`src/rtl/lstm_axi_cmd_sequencer.sv`:
```
// Single-outstanding AXI4-Lite master: turns valid/ready commands into AXI4-Lite reads/writes.
// Optional write read-back verification is enabled by defining LSTM_SEQ_READBACK_EN.
module lstm_axi_cmd_sequencer #(
  parameter int unsigned AXI_WIDTH  = 32,
  parameter int unsigned ADDR_WIDTH = 32
) (
  input  logic                   clk,
  input  logic                   rst,
  input  logic                   cmd_valid,
  output logic                   cmd_ready,
  input  logic                   cmd_we,
  input  logic [ADDR_WIDTH-1:0]  cmd_addr,
  input  logic [AXI_WIDTH-1:0]   cmd_wdata,
  output logic                   rsp_valid,
  output logic [AXI_WIDTH-1:0]   rsp_data,
  output logic                   rsp_err,
  output logic [ADDR_WIDTH-1:0]  m_awaddr,
  output logic                   m_awvalid,
  input  logic                   m_awready,
  output logic [AXI_WIDTH-1:0]   m_wdata,
  output logic [AXI_WIDTH/8-1:0] m_wstrb,
  output logic                   m_wvalid,
  input  logic                   m_wready,
  input  logic [1:0]             m_bresp,
  input  logic                   m_bvalid,
  output logic                   m_bready,
  output logic [ADDR_WIDTH-1:0]  m_araddr,
  output logic                   m_arvalid,
  input  logic                   m_arready,
  input  logic [AXI_WIDTH-1:0]   m_rdata,
  input  logic [1:0]             m_rresp,
  input  logic                   m_rvalid,
  output logic                   m_rready
);

  localparam int unsigned STRB_W = AXI_WIDTH / 8;

  typedef enum logic [2:0] {
    IDLE,
    WR,
    WR_B,
    RD_AR,
    RD_R,
`ifdef LSTM_SEQ_READBACK_EN
    VFY_AR,
    VFY_R,
`endif
    RESP
  } state_t;

  state_t                state_q, state_d;
  logic                  cmd_ready_q, rsp_valid_q, bready_q, rready_q;
  logic                  awvalid_q, awvalid_d, wvalid_q, wvalid_d, arvalid_q, arvalid_d;
  logic [ADDR_WIDTH-1:0] awaddr_q, awaddr_d, araddr_q, araddr_d;
  logic [AXI_WIDTH-1:0]  wdata_q, wdata_d, data_q, data_d;
  logic                  err_q, err_d;
  logic                  unused_resp_lsb;

  // Only bit 1 of a response distinguishes OKAY/EXOKAY from SLVERR/DECERR.
  assign unused_resp_lsb = m_bresp[0] ^ m_rresp[0];

  // Next-state and next-value logic for every registered output.
  always_comb begin
    state_d   = state_q;
    awvalid_d = awvalid_q;
    wvalid_d  = wvalid_q;
    arvalid_d = arvalid_q;
    awaddr_d  = awaddr_q;
    araddr_d  = araddr_q;
    wdata_d   = wdata_q;
    data_d    = data_q;
    err_d     = err_q;
    case (state_q)
      IDLE: begin
        if (cmd_valid && cmd_ready_q) begin
          awaddr_d = cmd_addr;
          araddr_d = cmd_addr;
          wdata_d  = cmd_wdata;
          data_d   = '0;
          err_d    = 1'b0;
          if (cmd_we) begin
            state_d   = WR;
            awvalid_d = 1'b1;
            wvalid_d  = 1'b1;
          end else begin
            state_d   = RD_AR;
            arvalid_d = 1'b1;
          end
        end
      end
      WR: begin
        // AW and W retire independently; leave once neither is pending.
        if (awvalid_q && m_awready) awvalid_d = 1'b0;
        if (wvalid_q && m_wready)   wvalid_d  = 1'b0;
        if (!awvalid_d && !wvalid_d) state_d = WR_B;
      end
      WR_B: begin
        if (bready_q && m_bvalid) begin
          err_d = m_bresp[1];
`ifdef LSTM_SEQ_READBACK_EN
          state_d   = VFY_AR;
          arvalid_d = 1'b1;
`else
          state_d   = RESP;
`endif
        end
      end
      RD_AR: begin
        if (arvalid_q && m_arready) begin
          arvalid_d = 1'b0;
          state_d   = RD_R;
        end
      end
      RD_R: begin
        if (rready_q && m_rvalid) begin
          data_d  = m_rdata;
          err_d   = m_rresp[1];
          state_d = RESP;
        end
      end
`ifdef LSTM_SEQ_READBACK_EN
      VFY_AR: begin
        if (arvalid_q && m_arready) begin
          arvalid_d = 1'b0;
          state_d   = VFY_R;
        end
      end
      VFY_R: begin
        // Accumulate the write's bresp with the read-back status and compare.
        if (rready_q && m_rvalid) begin
          data_d  = m_rdata;
          err_d   = err_q | m_rresp[1] | (m_rdata != wdata_q);
          state_d = RESP;
        end
      end
`endif
      RESP:    state_d = IDLE;
      default: state_d = IDLE;
    endcase
  end

  // State and output registers; handshake outputs follow the next state.
  always_ff @(posedge clk or posedge rst) begin
    if (rst) begin
      state_q     <= IDLE;
      cmd_ready_q <= 1'b0;
      rsp_valid_q <= 1'b0;
      bready_q    <= 1'b0;
      rready_q    <= 1'b0;
      awvalid_q   <= 1'b0;
      wvalid_q    <= 1'b0;
      arvalid_q   <= 1'b0;
      awaddr_q    <= '0;
      araddr_q    <= '0;
      wdata_q     <= '0;
      data_q      <= '0;
      err_q       <= 1'b0;
    end else begin
      state_q     <= state_d;
      cmd_ready_q <= (state_d == IDLE);
      rsp_valid_q <= (state_d == RESP);
      bready_q    <= (state_d == WR_B);
`ifdef LSTM_SEQ_READBACK_EN
      rready_q    <= (state_d == RD_R) || (state_d == VFY_R);
`else
      rready_q    <= (state_d == RD_R);
`endif
      awvalid_q   <= awvalid_d;
      wvalid_q    <= wvalid_d;
      arvalid_q   <= arvalid_d;
      awaddr_q    <= awaddr_d;
      araddr_q    <= araddr_d;
      wdata_q     <= wdata_d;
      data_q      <= data_d;
      err_q       <= err_d;
    end
  end

  assign cmd_ready = cmd_ready_q;
  assign rsp_valid = rsp_valid_q;
  assign rsp_data  = data_q;
  assign rsp_err   = err_q;
  assign m_awaddr  = awaddr_q;
  assign m_awvalid = awvalid_q;
  assign m_wdata   = wdata_q;
  assign m_wstrb   = {STRB_W{1'b1}};
  assign m_wvalid  = wvalid_q;
  assign m_bready  = bready_q;
  assign m_araddr  = araddr_q;
  assign m_arvalid = arvalid_q;
  assign m_rready  = rready_q;

endmodule

```
`config.mk`:
```
export PLATFORM = sky130hd
export DESIGN_NAME = lstm_axi_cmd_sequencer
export DESIGN_NICKNAME = d
export VERILOG_FILES = /design/src/rtl/lstm_axi_cmd_sequencer.sv
export SDC_FILE = /design/constraint.sdc
export NUM_CORES = 1
export LEC_CHECK = 0
export ABC_AREA = 1
export CORE_AREA = 2 2 125 115
export DETAILED_ROUTE_END_ITERATION = 8
export DIE_AREA = 0 0 127 117
export DONT_BUFFER_PORTS = 1
export GPL_ROUTABILITY_DRIVEN = 0
export PLACE_DENSITY_LB_ADDON = 0.08
export RECOVER_POWER = 25
export SYNTH_ARGS = -nofsm -noshare
export SYNTH_HDL_FRONTEND = slang
export SYNTH_SLANG_ARGS = --single-unit
export TNS_END_PERCENT = 30
```
`constraint.sdc`:
```
create_clock -name clk -period 9.6 [get_ports clk]
set_clock_uncertainty 0.05 [all_clocks]
set_input_delay 0.96 -clock clk [delete_from_list [all_inputs] [get_ports clk]]
set_output_delay 0.96 -clock clk [all_outputs]
set_load 0.01 [all_outputs]
```
### After elaboration in Yosys (flattened, before gate mapping)

Index checks and enable logic that the tools add are counted.

| storage, ports and cells | value |
|---|---|
| bits in registers | 107 |
| bits in latches | 0 |
| memory bits (writable) | 0 |
| bits in read-only memories | 0 |
| bits of input ports | 109 |
| output and inout bits | 140 |
| logic and storage cells | 71 |
| memories kept | 0 |

| operators by class | value |
|---|---|
| add/subtract/negate cells | 0 |
| $mul | 0 |
| div/mod/pow operators | 0 |
| magnitude comparators | 0 |
| equal/unequal tests | 13 |
| shifts and indexed selects | 0 |
| mux-type cells | 26 |
| bitwise gates (word level) | 0 |
| reduce and logical (&&, ||, !) cells | 20 |

Operator list:

| cell | count |
|---|---|
| $mux W32 | 2 |
| $pmux W32 S2 | 1 |
| $mux W3 | 5 |
| $pmux W3 S5 | 1 |
| $mux W1 | 12 |
| $ne A2 B2 Y1 const B | 6 |
| $eq A3 B2 Y1 const B | 3 |
| $eq A3 B3 Y1 const B | 3 |
| $reduce_and A4 Y1 | 2 |
| $logic_and A1 B1 Y1 | 7 |
| $logic_not A3 Y1 | 2 |
| $pmux W1 S2 | 3 |
| $reduce_and A3 Y1 | 2 |
| $reduce_bool A2 Y1 | 3 |
| $eq A3 B1 Y1 const B | 1 |
| $pmux W1 S3 | 1 |
| $reduce_bool A3 Y1 | 1 |
| $logic_not A1 Y1 | 2 |
| $mux W2 | 1 |
| $reduce_and A2 Y1 | 1 |

### Depth between registers and ports, before layout

Gate-level depths: netlist of run 1.

| logic depth | value |
|---|---|
| word-level depth | 8 |
| depth in mapped cells | 9 |
| mapped depth without buffers | 8 |

### Worst setup path after synthesis of run 1

OpenSTA, ideal clock, no wires.

| timing path | value |
|---|---|
| path type | in2reg |
| from | input port cmd_valid |
| to | register data_q[0], in the netlist rsp_data[0] |
| arrival | 1591 ps |
| slack | 7842 ps |
| stages | 7 |
| path buffers | 1 |
| path through | nand2_1 -> inv_1 -> nand2_2 -> nand2_2 -> buf_4 -> nand3_1 -> nand2_1 |

| between the ends | value |
|---|---|
| cells in the longest elaborated chain, start to end | 3 |

RTL lines:

| what | RTL line | source |
|---|---|---|
| start, declared | 9 | `input logic cmd_valid,` |
| $logic_and A1 B1 Y1 | 75 | `if (cmd_valid && cmd_ready_q) begin` |
| $ne A2 B2 Y1 (no source line) | -- |  |
| $reduce_and A3 Y1 (no source line) | -- |  |
| end signal, assigned | 174 | `data_q <= data_d;` |
| end, declared | 55 | `logic [AXI_WIDTH-1:0] wdata_q, wdata_d, data_q, data_d;` |

No other way between the ends.
A chain may end at the register's enable or synchronous reset.

==> qor.csv, run 1 <==
stage,metric,value,unit
sta,fin_crit,2.73,ns
pwr,p_leak,2.56,nW
clocking,h-tree-depth,3,
logic_synthesis,synthXorXnorAreaFrac,0,
route,antenna_left,0,
logic_synthesis,async_flop_share,1.00,
critical_path,cp_slowest_stage_delay,1.28,ns
logic_synthesis,yosys.area_share.simple,0.295,
placement,place_area,4400,µm²
min_path,hp-class,reg2reg,
critical_path,worst-setup-path-type,in2async,
die,num_rows,41,
critical_path,worstSetupEndpointType,asynchronous set/reset pin,
sta,rsz0062_at_grt,false,
global_route,grt_max_degree,65,
pwr,finalPower,0.00169,W
critical_path,worst-path-buf-inv,2,
clocking,post_cts_buffers,0,
route,wl,10600,µm
clocking,clk_latency,0.34,ns
logic_synthesis,synth-main-ff-cell,dfrtp_1,
critical_path,critPathLaunchType,input port,
clocking,clkTransAtPathRegs,0.07,ns
sta,hold_ws,0.492,ns
clocking,cts_tree,done,
logic_synthesis,ys_types,19,
sta,finalHoldViolCount,0,
die,coreArea,13600,µm²
pwr,power_density,359,nW/µm²
logic_synthesis,synth_edf_count,0,
placement,dp_hpwl,7200,µm
route,wl_per_cell,16.1,µm
clocking,ctsResizeCount,0,
critical_path,worstPathRequired,9.95,ns
critical_path,arrival,3.08,ns
route,drtIter0Drc,111,
logic_synthesis,yosys_warnings,0,
clocking,cts_inserted_buffers,9,
final_layout,syn_to_final_growth,0.833,%
logic_synthesis,synth_fa_ha_area_frac,0,
sta,finalSetupViolations,0,
placement,numPortBuffers,0,
final_layout,diodes,0,
logic_synthesis,synth-seq-cells,107,
outcome,violations,"max-capacitance violations, max-slew violations",
global_route,overflow,0,
final_layout,final_common_cell,nand2_1,
final_layout,fillers,1429,
clocking,cts-root-buf,clkbuf_16,
die,die_h,117,µm
route,firstDrtPassIters,4,
logic_synthesis,synth_area,4650,µm²
outcome,run_status,"complete, but fails checks",
clocking,cts_buffer_depth,2,
critical_path,worst_path_dominant_cell_family,buffers and inverters,
critical_path,crit_fanout,56,
route,viasPerCell,4.70,
job,cap_viol_max_count,1,
sta,tns,0,ns
clocking,cts_sinks,107,
clocking,ctsHoldBuffers,0,
die,io_pins,249,
die,dieWidth,127,µm
logic_synthesis,seq_area_frac_synth,0.575,
critical_path,slowest_stage,clkinvlp_2,
sta,worstMarginPinSlew,2.31,ns
logic_synthesis,synth_compound_area_frac,0.00780,
global_route,grt_pass1_vias,3017,
route,vias,3105,
logic_synthesis,synth_top_family_by_area,simple AND/OR/NAND/NOR gates,
final_layout,fin_nets,593,
sta,clock.fmax,0.367,GHz
final_layout,final_cell_mix,"nand2_1, dfrtp_1, nand3_1",
sta,relSlewSlack,-0.548,
logic_synthesis,synthMuxAreaShare,0,
global_route,grt_pass1_wl,16100,µm
sta,fin_crit_sh,0.284,
route,drt_drc_violations_left,0,
pwr,vdd_drop_max,0.112,mV
logic_synthesis,postSynthCellCount,527,
global_route,grt_util_all_layers,0.142,
logic_synthesis,synth.avg_cell_area,8.83,µm²
final_layout,final_layout_size_suffix_gt1_frac,0.0695,
final_layout,design_area,4690,µm²
global_route,antenna_found_initial,0,
sta,drv_slew,53,
die,dieArea,14900,µm²
die,initial_core_util,0.341,
critical_path,cp_cell_sequence,clkinvlp_2 -> buf_4,
## cells in the mapped netlist (3+ instances only)
| cell type | n | area, µm² |
|---|---|---|
| a21oi_1 | 4 | 20.0 |
| nor2_4 | 4 | 45.0 |
| nand3_1 | 39 | 195 |
| dfrtp_1 | 107 | 2680 |
| buf_2 | 3 | 15.0 |
| nand2_1 | 274 | 1030 |
| buf_4 | 40 | 300 |
| inv_2 | 3 | 11.3 |
| buf_6 | 17 | 191 |
| nand4_1 | 3 | 18.8 |
| nand2_2 | 8 | 50.1 |
| nor2_1 | 8 | 30.0 |
| inv_1 | 11 | 41.3 |
## report_power, final
group,leakage (nW),total [W],internal (W),switching (W)
combinational,1.04,0.000370,0.000122,0.000248
clock,0.145,0.000371,0.000208,0.000163
sequential,1.38,0.000945,0.000646,0.000299
total,2.56,0.00169,0.000976,0.000710
## through the flow
step / utilization / std cells / setup slack, ns
2_1_floorplan: - / 530 / 5.77
3_3_place_gp: 0.322 / 645 / 7.31
3_5_place_dp: 0.322 / 645 / 7.30
4_1_cts: 0.344 / 661 / 7.70
5_1_grt: 0.344 / 661 / 6.35
6_report: 0.344 / 661 / 6.87
## path summary, 6_finish.rpt
check / startpoint / endpoint / slack, ns / cells past startpoint
max in group clk: cmd_valid / m_rready / 7.71 / 7
min: m_wdata[21] / m_wdata[21] / 0.49 / 2
max reg2reg: state_q[1] / m_rready / 7.82 / 8
min reg2reg: m_wdata[21] / m_wdata[21] / 0.49 / 2
max: rst / m_wvalid / 6.87 / 2
min in group asynchronous: rst / m_araddr[30] / 1.07 / 1
## final cells by class
cell class	instances	area, µm²	share of cell area
Inverter	15	57.6	0.0123
Sequential cell	107	2680	0.571
Clock inverter	5	52.6	0.0112
Timing Repair Buffer	3	22.5	0.00480
Multi-Input combinational cell	348	1430	0.304
Tap cell	172	215	0.0459
Clock buffer	11	243	0.0517
## sequential cells by signal, summed over array words and instances (netlist names)
register   count
cmd_ready      1
m_araddr      32
m_arvalid      1
m_awvalid      1
m_bready       1
m_rready       1
m_wdata       32
m_wvalid       1
rsp_data      32
rsp_err        1
rsp_valid      1
state_q        3
## cells by family after synthesis
kind of cell | count (synthesis)
simple gates | 337
flops | 107
buf+inv | 75
compound gates | 7
other cells | 1
## layer usage
layer,global-route usage,part of all wire,vias up
met3,0.0527,0.094,24
met4,0.0850,0.032,0
met5,0,0,-
li1,-,-,1490
met1,0.164,0.40,1434
met2,0.230,0.48,157
Power figures use the tool's default switching activity.
==> run 2, diff against run 1 <==
ABC_AREA = 0   (was 1)
CORE_AREA = 2 2 123 113   (was 2 2 125 115)
DIE_AREA = 0 0 125 115   (was 0 0 127 117)
clock period = 2.8 ns   (was 9.6 ns; I/O delays follow)
==> run 2 against run 1 <==
Compared with the run above: the run ends with max-capacitance violations left; non-clock buffer count up 5; via count down 20%; flip-flop and latch count unchanged; setup slack worse by 6.2 ns; critical path depth up 2; combinational power down 89%; first-iteration DRC count up 8.1%; hold slack worse by 0.48 ns; routed wire length down 16%; die area down 3.3%; critical path type is now reg2reg; largest cell class unchanged; largest power group unchanged.
==> qor.csv, run 2 <==
stage,metric,value,unit,change
outcome,run_status,"complete, but fails checks",,unchanged
outcome,violations,max-capacitance violations,,"was max-capacitance violations, max-slew violations"
logic_synthesis,async_flop_share,1.00,,unchanged
clocking,cts_tree,done,,unchanged
pwr,combPwrFrac,0.015,,was 0.220
critical_path,worst-setup-path-type,reg2reg,,was in2async
global_route,antenna_found_initial,0,,unchanged
sta,fin_crit_sh,0.752,,
pwr,p_int,0.00216,W,was 0.000976 W
final_layout,final_layout_size_suffix_gt1_frac,0.267,,was 0.0695
final_layout,fillers,1312,,was 1429
final_layout,diodes,0,,unchanged
pwr,clockPowerShare,0.424,,was 0.220
sta,fin_crit,2.11,ns,
die,initial_core_util,0.340,,was 0.341
pwr,p_seq_frac,0.561,,was 0.560
critical_path,worstSetupEndpointType,register,,was asynchronous set/reset pin
die,die_h,115,µm,was 117 µm
pwr,p_sw,0.000594,W,was 0.000710 W
clocking,h-tree-depth,3,,unchanged
logic_synthesis,ys_top_cells_by_count,"dfrtp_1, nand2_1, mux2_2",,"was nand2_1, dfrtp_1, buf_4"
pwr,sw_frac_of_total,0.216,,was 0.421
logic_synthesis,yosys.area_share.simple,0.0945,,was 0.295
route,wl_per_cell,17.4,µm,was 16.1 µm
logic_synthesis,synthXorXnorAreaFrac,0,,unchanged
logic_synthesis,synth_fa_ha_area_frac,0,,unchanged
logic_synthesis,synth_top_area_frac,0.600,,was 0.575
logic_synthesis,synth_area,4460,µm²,was 4650 µm²
clocking,post_cts_buffers,0,,unchanged
die,dieArea,14400,µm²,was 14900 µm²
sta,finalSetupViolations,0,,unchanged
pwr,p_leak,2.20,nW,was 2.56 nW
clocking,cts-root-buf,clkbuf_16,,unchanged
die,io_pins,249,,unchanged
route,viasPerCell,4.88,,was 4.70
logic_synthesis,synth_area_leaders,"dfrtp_1, mux2_2, buf_4",,"was dfrtp_1, nand2_1, buf_4"
logic_synthesis,seq_area_frac_synth,0.600,,was 0.575
global_route,grt_pass1_wl,14000,µm,was 16100 µm
logic_synthesis,synth-seq-cells,107,,unchanged
logic_synthesis,synth_compound_area_frac,0.0566,,was 0.00780
critical_path,critPathLaunchType,register,,was input port
final_layout,syn_to_final_growth,5.27,%,was 0.833%
sta,relSlewSlack,0.00441,,was -0.548
final_layout,utilization,0.358,,was 0.344
logic_synthesis,ys_types,32,,was 19
die,coreArea,13100,µm²,was 13600 µm²
sta,rsz0062_at_grt,false,,unchanged
logic_synthesis,yosys.cell_count.top_type,dfrtp_1,,was nand2_1
global_route,grt_pass1_vias,2641,,was 3017
critical_path,worstPathRequired,2.98,ns,was 9.95 ns
pwr,vdd_drop_max,0.293,mV,was 0.112 mV
route,drt_drc_violations_left,0,,unchanged
route,firstDrtPassIters,4,,unchanged
clocking,ctsResizeCount,0,,unchanged
logic_synthesis,synth_top_area_cell,dfrtp_1,,unchanged
final_layout,fin_nets,446,,was 593
logic_synthesis,synthMuxAreaShare,0.161,,was 0
route,antenna_left,0,,unchanged
logic_synthesis,synth_top_family_by_area,multiplexers,,was simple AND/OR/NAND/NOR gates
logic_synthesis,synth-main-ff-cell,dfrtp_1,,unchanged
final_layout,final_common_cell,dfrtp_1,,was nand2_1
final_layout,final_cell_mix,"dfrtp_1, nand2_1, mux2_2",,"was nand2_1, dfrtp_1, nand3_1"
clocking,clk_latency,0.34,ns,about the same
global_route,grt_util_all_layers,0.125,,was 0.142
route,vias,2482,,was 3105
sta,tns,0,ns,unchanged
placement,dp_hpwl,6230,µm,was 7200 µm
logic_synthesis,synth_edf_count,0,,unchanged
critical_path,arrival,2.28,ns,was 3.08 ns
logic_synthesis,postSynthCellCount,370,,was 527
sta,drv_slew,0,,was 53
clocking,cts_inserted_buffers,9,,unchanged
sta,clock.fmax,0.475,GHz,
pwr,power_density,586,nW/µm²,was 359 nW/µm²
sta,worstMarginPinSlew,1.49,ns,was 2.31 ns
placement,numPortBuffers,0,,unchanged
route,drtIter0Drc,120,,was 111
logic_synthesis,synth.avg_cell_area,12.1,µm²,was 8.83 µm²
clocking,clkTransAtPathRegs,0.07,ns,about the same
logic_synthesis,yosys_warnings,0,,unchanged
global_route,overflow,0,,unchanged
sta,finalHoldViolCount,0,,unchanged
clocking,cts_sinks,107,,unchanged
job,cap_viol_max_count,1,,unchanged
clocking,cts_buffer_depth,2,,unchanged
die,num_rows,40,,was 41
critical_path,crit_fanout,66,,was 56
min_path,hp-class,in2reg,,was reg2reg
route,wl,8880,µm,was 10600 µm
die,dieWidth,125,µm,was 127 µm
global_route,grt_max_degree,67,,was 65
run 2: cell count changes after synthesis, sizes merged, moves of 2 or more:
cell,before,now
inv,14,4
buf,60,46
nand4,3,1
nand2b,0,3
clkbuf,0,9
nor3b,0,3
a21oi,4,1
nor3,0,3
nand3,39,1
nor2,13,2
nand2,282,76
mux2,0,64
o21ai,2,35
run 2: power groups by stage:
stage                     Clock (W)  Sequential [W]  Combinational (W)
after floorplan                   0         0.00157          0.0000315
final                       0.00117         0.00154          0.0000416
after global placement            0         0.00157          0.0000414
after global routing        0.00129         0.00154          0.0000496
after detailed placement          0         0.00157          0.0000415
after CTS                   0.00122         0.00154          0.0000442
run 2: metal layers:
layer	vias up	GRT usage	part of all wire
met4	0	0.0548	0.018
li1	1125	-	-
met2	170	0.193	0.45
met1	1175	0.146	0.40
met5	-	0	0
met3	12	0.0665	0.13
run 2: critical path, stage by stage (launching register included):
cell and delay (ns):
dfrtp_1 0.49, nor3_2 0.42, and3_2 0.27, buf_12 0.26, mux2_2 0.39
run 2: cells by family after synthesis:
logic type | count (synthesis)
AO/OA/AOI/OAI | 44
buffers and inverters | 59
flip-flops | 107
AND/OR/NAND/NOR | 95
other | 1
multiplexers | 64
run 2: layout make-up:
class                           count  area, µm²  share of cell area
Clock buffer                        9        225              0.0479
Clock inverter                      6       47.5              0.0101
Inverter                            4       16.3             0.00346
Multi-Input combinational cell    207       1430               0.304
Sequential cell                   107       2680               0.570
Tap cell                          168        210              0.0447
Timing Repair Buffer                8       92.6              0.0197
run 2: final timing paths:
kind	slack (ns)	cells past startpoint	start	to
hold / removal	0.01	2	m_rdata[3]	rsp_data[3]
max in group asynchronous	1.01	3	rst	m_wdata[27]
min in group asynchronous	0.68	2	rst	m_araddr[13]
setup / recovery	0.69	4	state_q[0]	m_araddr[17]
hold reg to reg	0.50	2	rsp_data[1]	rsp_data[1]
setup reg to reg	0.69	4	state_q[0]	m_araddr[17]
run 2: stage by stage:
step	total power (W)	setup slack, ns	area, µm²	hold WS [ns]	cells
6_report	0.00276	0.693	4700	0.0146	509
3_3_place_gp	0.00162	0.731	4400	0.251	491
5_1_grt	0.00288	0.616	4700	0.0000432	509
3_5_place_dp	0.00162	0.685	4400	0.253	491
4_1_cts	0.00281	0.691	4690	0.00225	508
2_1_floorplan	0.00161	0.965	4480	0.337	373
run 2: repair_timing:
| item | CTS | global route |
|---|---|---|
| hold buffers | 2 | 1 |
| endpoints found under the hold margin | 32 | 1 |
| setup endpoints to repair | 0 | 0 |
==> run 3, diff against run 2 <==
clock period = 2 ns   (was 2.8 ns; I/O delays follow)
==> run 3 against run 2 <==
Compared with the run above: the flow now stops in clock tree synthesis; synthesized area unchanged; synthesized cell count did not move.
==> qor.csv, run 3 <==
stage,metric,value,unit,change
logic_synthesis,synth_area,4460,µm²,unchanged
clocking,post_cts_buffers,0,,unchanged
logic_synthesis,postSynthCellCount,370,,unchanged
die,dieWidth,125,µm,unchanged
logic_synthesis,synth_area_leaders,"dfrtp_1, mux2_2, buf_4",,unchanged
die,die_h,115,µm,unchanged
logic_synthesis,async_flop_share,1.00,,unchanged
die,initial_core_util,0.340,,unchanged
die,num_rows,40,,unchanged
placement,place_ws,0.240,ns,was 0.685 ns
clocking,ctsHoldBuffers,103,,was 2
clocking,ctsResizeCount,0,,unchanged
logic_synthesis,synth_top_area_frac,0.600,,unchanged
logic_synthesis,ys_top_cells_by_count,"dfrtp_1, nand2_1, mux2_2",,unchanged
outcome,run_status,stopped before the end,,"was complete, but fails checks"
logic_synthesis,synth_top_area_cell,dfrtp_1,,unchanged
logic_synthesis,synth-seq-cells,107,,unchanged
logic_synthesis,synth-main-ff-cell,dfrtp_1,,unchanged
logic_synthesis,yosys.cell_count.top_type,dfrtp_1,,unchanged
logic_synthesis,ys_types,32,,unchanged
logic_synthesis,synth.avg_cell_area,12.1,µm²,unchanged
logic_synthesis,yosys_warnings,0,,unchanged
clocking,cts_sinks,107,,unchanged
clocking,cts_buffer_depth,2,,unchanged
outcome,error,[ERROR RSZ-0060] Max buffer count reached.,,
clocking,h-tree-depth,3,,unchanged
clocking,cts-root-buf,clkbuf_16,,unchanged
placement,dp.cells,497,,was 491
logic_synthesis,synth_edf_count,0,,unchanged
placement,numPortBuffers,0,,unchanged
outcome,haltStage,clock tree synthesis,,
die,io_pins,249,,unchanged
placement,dp_hpwl,6560,µm,was 6230 µm
clocking,cts_inserted_buffers,9,,unchanged
logic_synthesis,seq_area_frac_synth,0.600,,unchanged
## run 3: cell counts after synthesis
Identical to the previous run, type by type.
## run 3: kinds of logic after synthesis
kind of cell | Yosys count | share of synthesized area
and+or+nand+nor | 95 | 0.0945
AOI/OAI and AO/OA | 44 | 0.0566
buffers and inverters | 59 | 0.0866
muxes | 64 | 0.161
DFF | 107 | 0.600
other | 1 | 0.000840
## run 3: stage by stage
step                      cell area [µm²]  hold slack, ns   util
after floorplan                      4480           0.257      -
after global placement               4470           0.127  0.341
after detailed placement             4470           0.125  0.341
==> run 4, diff against run 3 <==
CORE_AREA = 2 2 153 155   (was 2 2 123 113)
DIE_AREA = 0 0 155 157   (was 0 0 125 115)
PLACE_DENSITY_LB_ADDON = 0.15   (was 0.08)
==> run 4 against run 3 <==
Compared with the run above: the run now ends clean.
==> qor.csv, run 4 (synthesized netlist as in run 2, its figures left out) <==
stage,metric,value,unit,change
clocking,post_cts_buffers,0,,unchanged
clocking,clk_latency,0.35,ns,
final_layout,design_area,5960,µm²,
global_route,grt_util_all_layers,0.0910,,
route,viasPerCell,3.91,,
global_route,met1_usage,0.0988,,
route,wl,11100,µm,
placement,numPortBuffers,0,,unchanged
clocking,clkTransAtPathRegs,0.07,ns,
pwr,p_sw,0.000932,W,
min_path,hp-class,in2reg,,
clocking,cts_inserted_buffers,9,,unchanged
sta,fin_crit,1.85,ns,
route,antenna_left,0,,
route,drt_drc_violations_left,0,,
die,die_h,157,µm,was 115 µm
clocking,cts_buffer_depth,2,,unchanged
pwr,combPwrFrac,0.048,,
route,vias,2866,,
final_layout,fillers,2319,,
sta,worstMarginPinSlew,0.988,ns,
global_route,met3_usage,0.0333,,
placement,dp_hpwl,7510,µm,was 6560 µm
sta,layout_setup_ws,0.151,ns,
pwr,p_seq_frac,0.494,,
die,initial_core_util,0.198,,was 0.340
outcome,run_status,finished clean,,was stopped before the end
die,dieWidth,155,µm,was 125 µm
clocking,cts_sinks,107,,unchanged
route,drtIter0Drc,114,,
pwr,p_leak,2.68,nW,
global_route,grt_max_degree,108,,
sta,finalHoldViolCount,0,,
final_layout,final_common_cell,dfrtp_1,,
pwr,p_int,0.00344,W,
sta,rsz0062_at_grt,false,,
sta,clock.fmax,0.541,GHz,
sta,tns,0,ns,
critical_path,worstSetupEndpointType,register,,
pwr,clockPowerShare,0.458,,
die,num_rows,55,,was 40
clocking,h-tree-depth,3,,unchanged
die,io_pins,249,,unchanged
pwr,sw_frac_of_total,0.213,,
clocking,cts-root-buf,clkbuf_16,,unchanged
sta,fin_crit_sh,0.925,,
global_route,grt_pass1_vias,3089,,
clocking,cts_tree,done,,
final_layout,final_layout_size_suffix_gt1_frac,0.217,,
pwr,power_density,734,nW/µm²,
final_layout,syn_to_final_growth,33.5,%,
die,coreArea,22500,µm²,
critical_path,arrival,2.03,ns,
route,wl_per_cell,15.1,µm,
job,cap_viol_max_count,0,,
critical_path,worstPathRequired,2.18,ns,
critical_path,worst-setup-path-type,reg2reg,,
placement,place_area,4590,µm²,was 4470 µm²
sta,relSlewSlack,0.341,,
global_route,grt_pass1_wl,16900,µm,
sta,drv_slew,0,,
critical_path,crit_fanout,7,,
global_route,gr-usage-met2,0.161,,
final_layout,final_cell_mix,"dfrtp_1, dlygate4sd3_1, nand2_1",,
global_route,grt-busiest-layer,met2,,
final_layout,fin_nets,551,,
global_route,overflow,0,,
critical_path,critPathLaunchType,register,,
pwr,vdd_drop_max,0.290,mV,
sta,hold_ws,0.0798,ns,
critical_path,r2r_setup_slack,0.15,ns,
global_route,antenna_found_initial,1,,
placement,place_ws,0.157,ns,was 0.240 ns
die,dieArea,24300,µm²,
sta,finalSetupViolations,0,,
route,firstDrtPassIters,4,,
-- run 4: worst paths after layout --
check,start,endpoint,cells past startpoint
worst max register to register,state_q[1],m_awvalid,7
worst min register to register,rsp_data[0],rsp_data[0],2
worst max-delay path,state_q[1],m_awvalid,7
max in group asynchronous,rst,m_araddr[8],3
min in group asynchronous,rst,m_wdata[3],3
worst min-delay path,m_rresp[1],rsp_err,4
-- run 4: power by group through the flow --
stage	clock, W	combinational, W	sequential (W)
global placement	0	0.0000574	0.00220
detailed placement	0	0.0000584	0.00220
floorplan	0	0.0000441	0.00220
CTS	0.00213	0.000220	0.00216
global route	0.00222	0.000233	0.00216
finish	0.00200	0.000212	0.00216
-- run 4: cell type report --
cell class              count  area (µm²)  area share
flip-flops and latches    107        2680       0.449
multi-input cells         207        1430       0.240
repair buffers            113        1140       0.191
well taps                 285         357      0.0599
clock buffers              10         239      0.0401
clock inverters             6        95.1      0.0160
inverters                   4        18.8     0.00315
diodes                      1        2.50    0.000420
-- run 4: through the flow --
step	power (W)	util	std cells
after floorplan	0.00225	-	373
after global placement	0.00226	0.204	613
after detailed placement	0.00226	0.204	613
after CTS	0.00451	0.265	732
after global routing	0.00461	0.265	733
final	0.00438	0.265	733
-- run 4: worst max-delay path: stages, from the launching register on --
cell and delay, ns:
dfrtp_1 0.39, buf_4 0.17, nor3b_1 0.25, buf_4 0.17, nand2_1 0.05, nand2_1 0.06
nand2_1 0.05, dlygate4sd3_1 0.55
-- run 4: per-layer routing --
layer | share of wire | up-vias
met5 | 0 | -
met3 | 0.078 | 10
met2 | 0.52 | 128
met1 | 0.39 | 1385
li1 | - | 1343
met4 | 0.017 | 0
-- run 4: repair_timing --
item,in CTS,in global routing
setup endpoints to repair,0,4
hold endpoints to repair,207,0
gates resized for setup,0,1
hold buffers,103,0
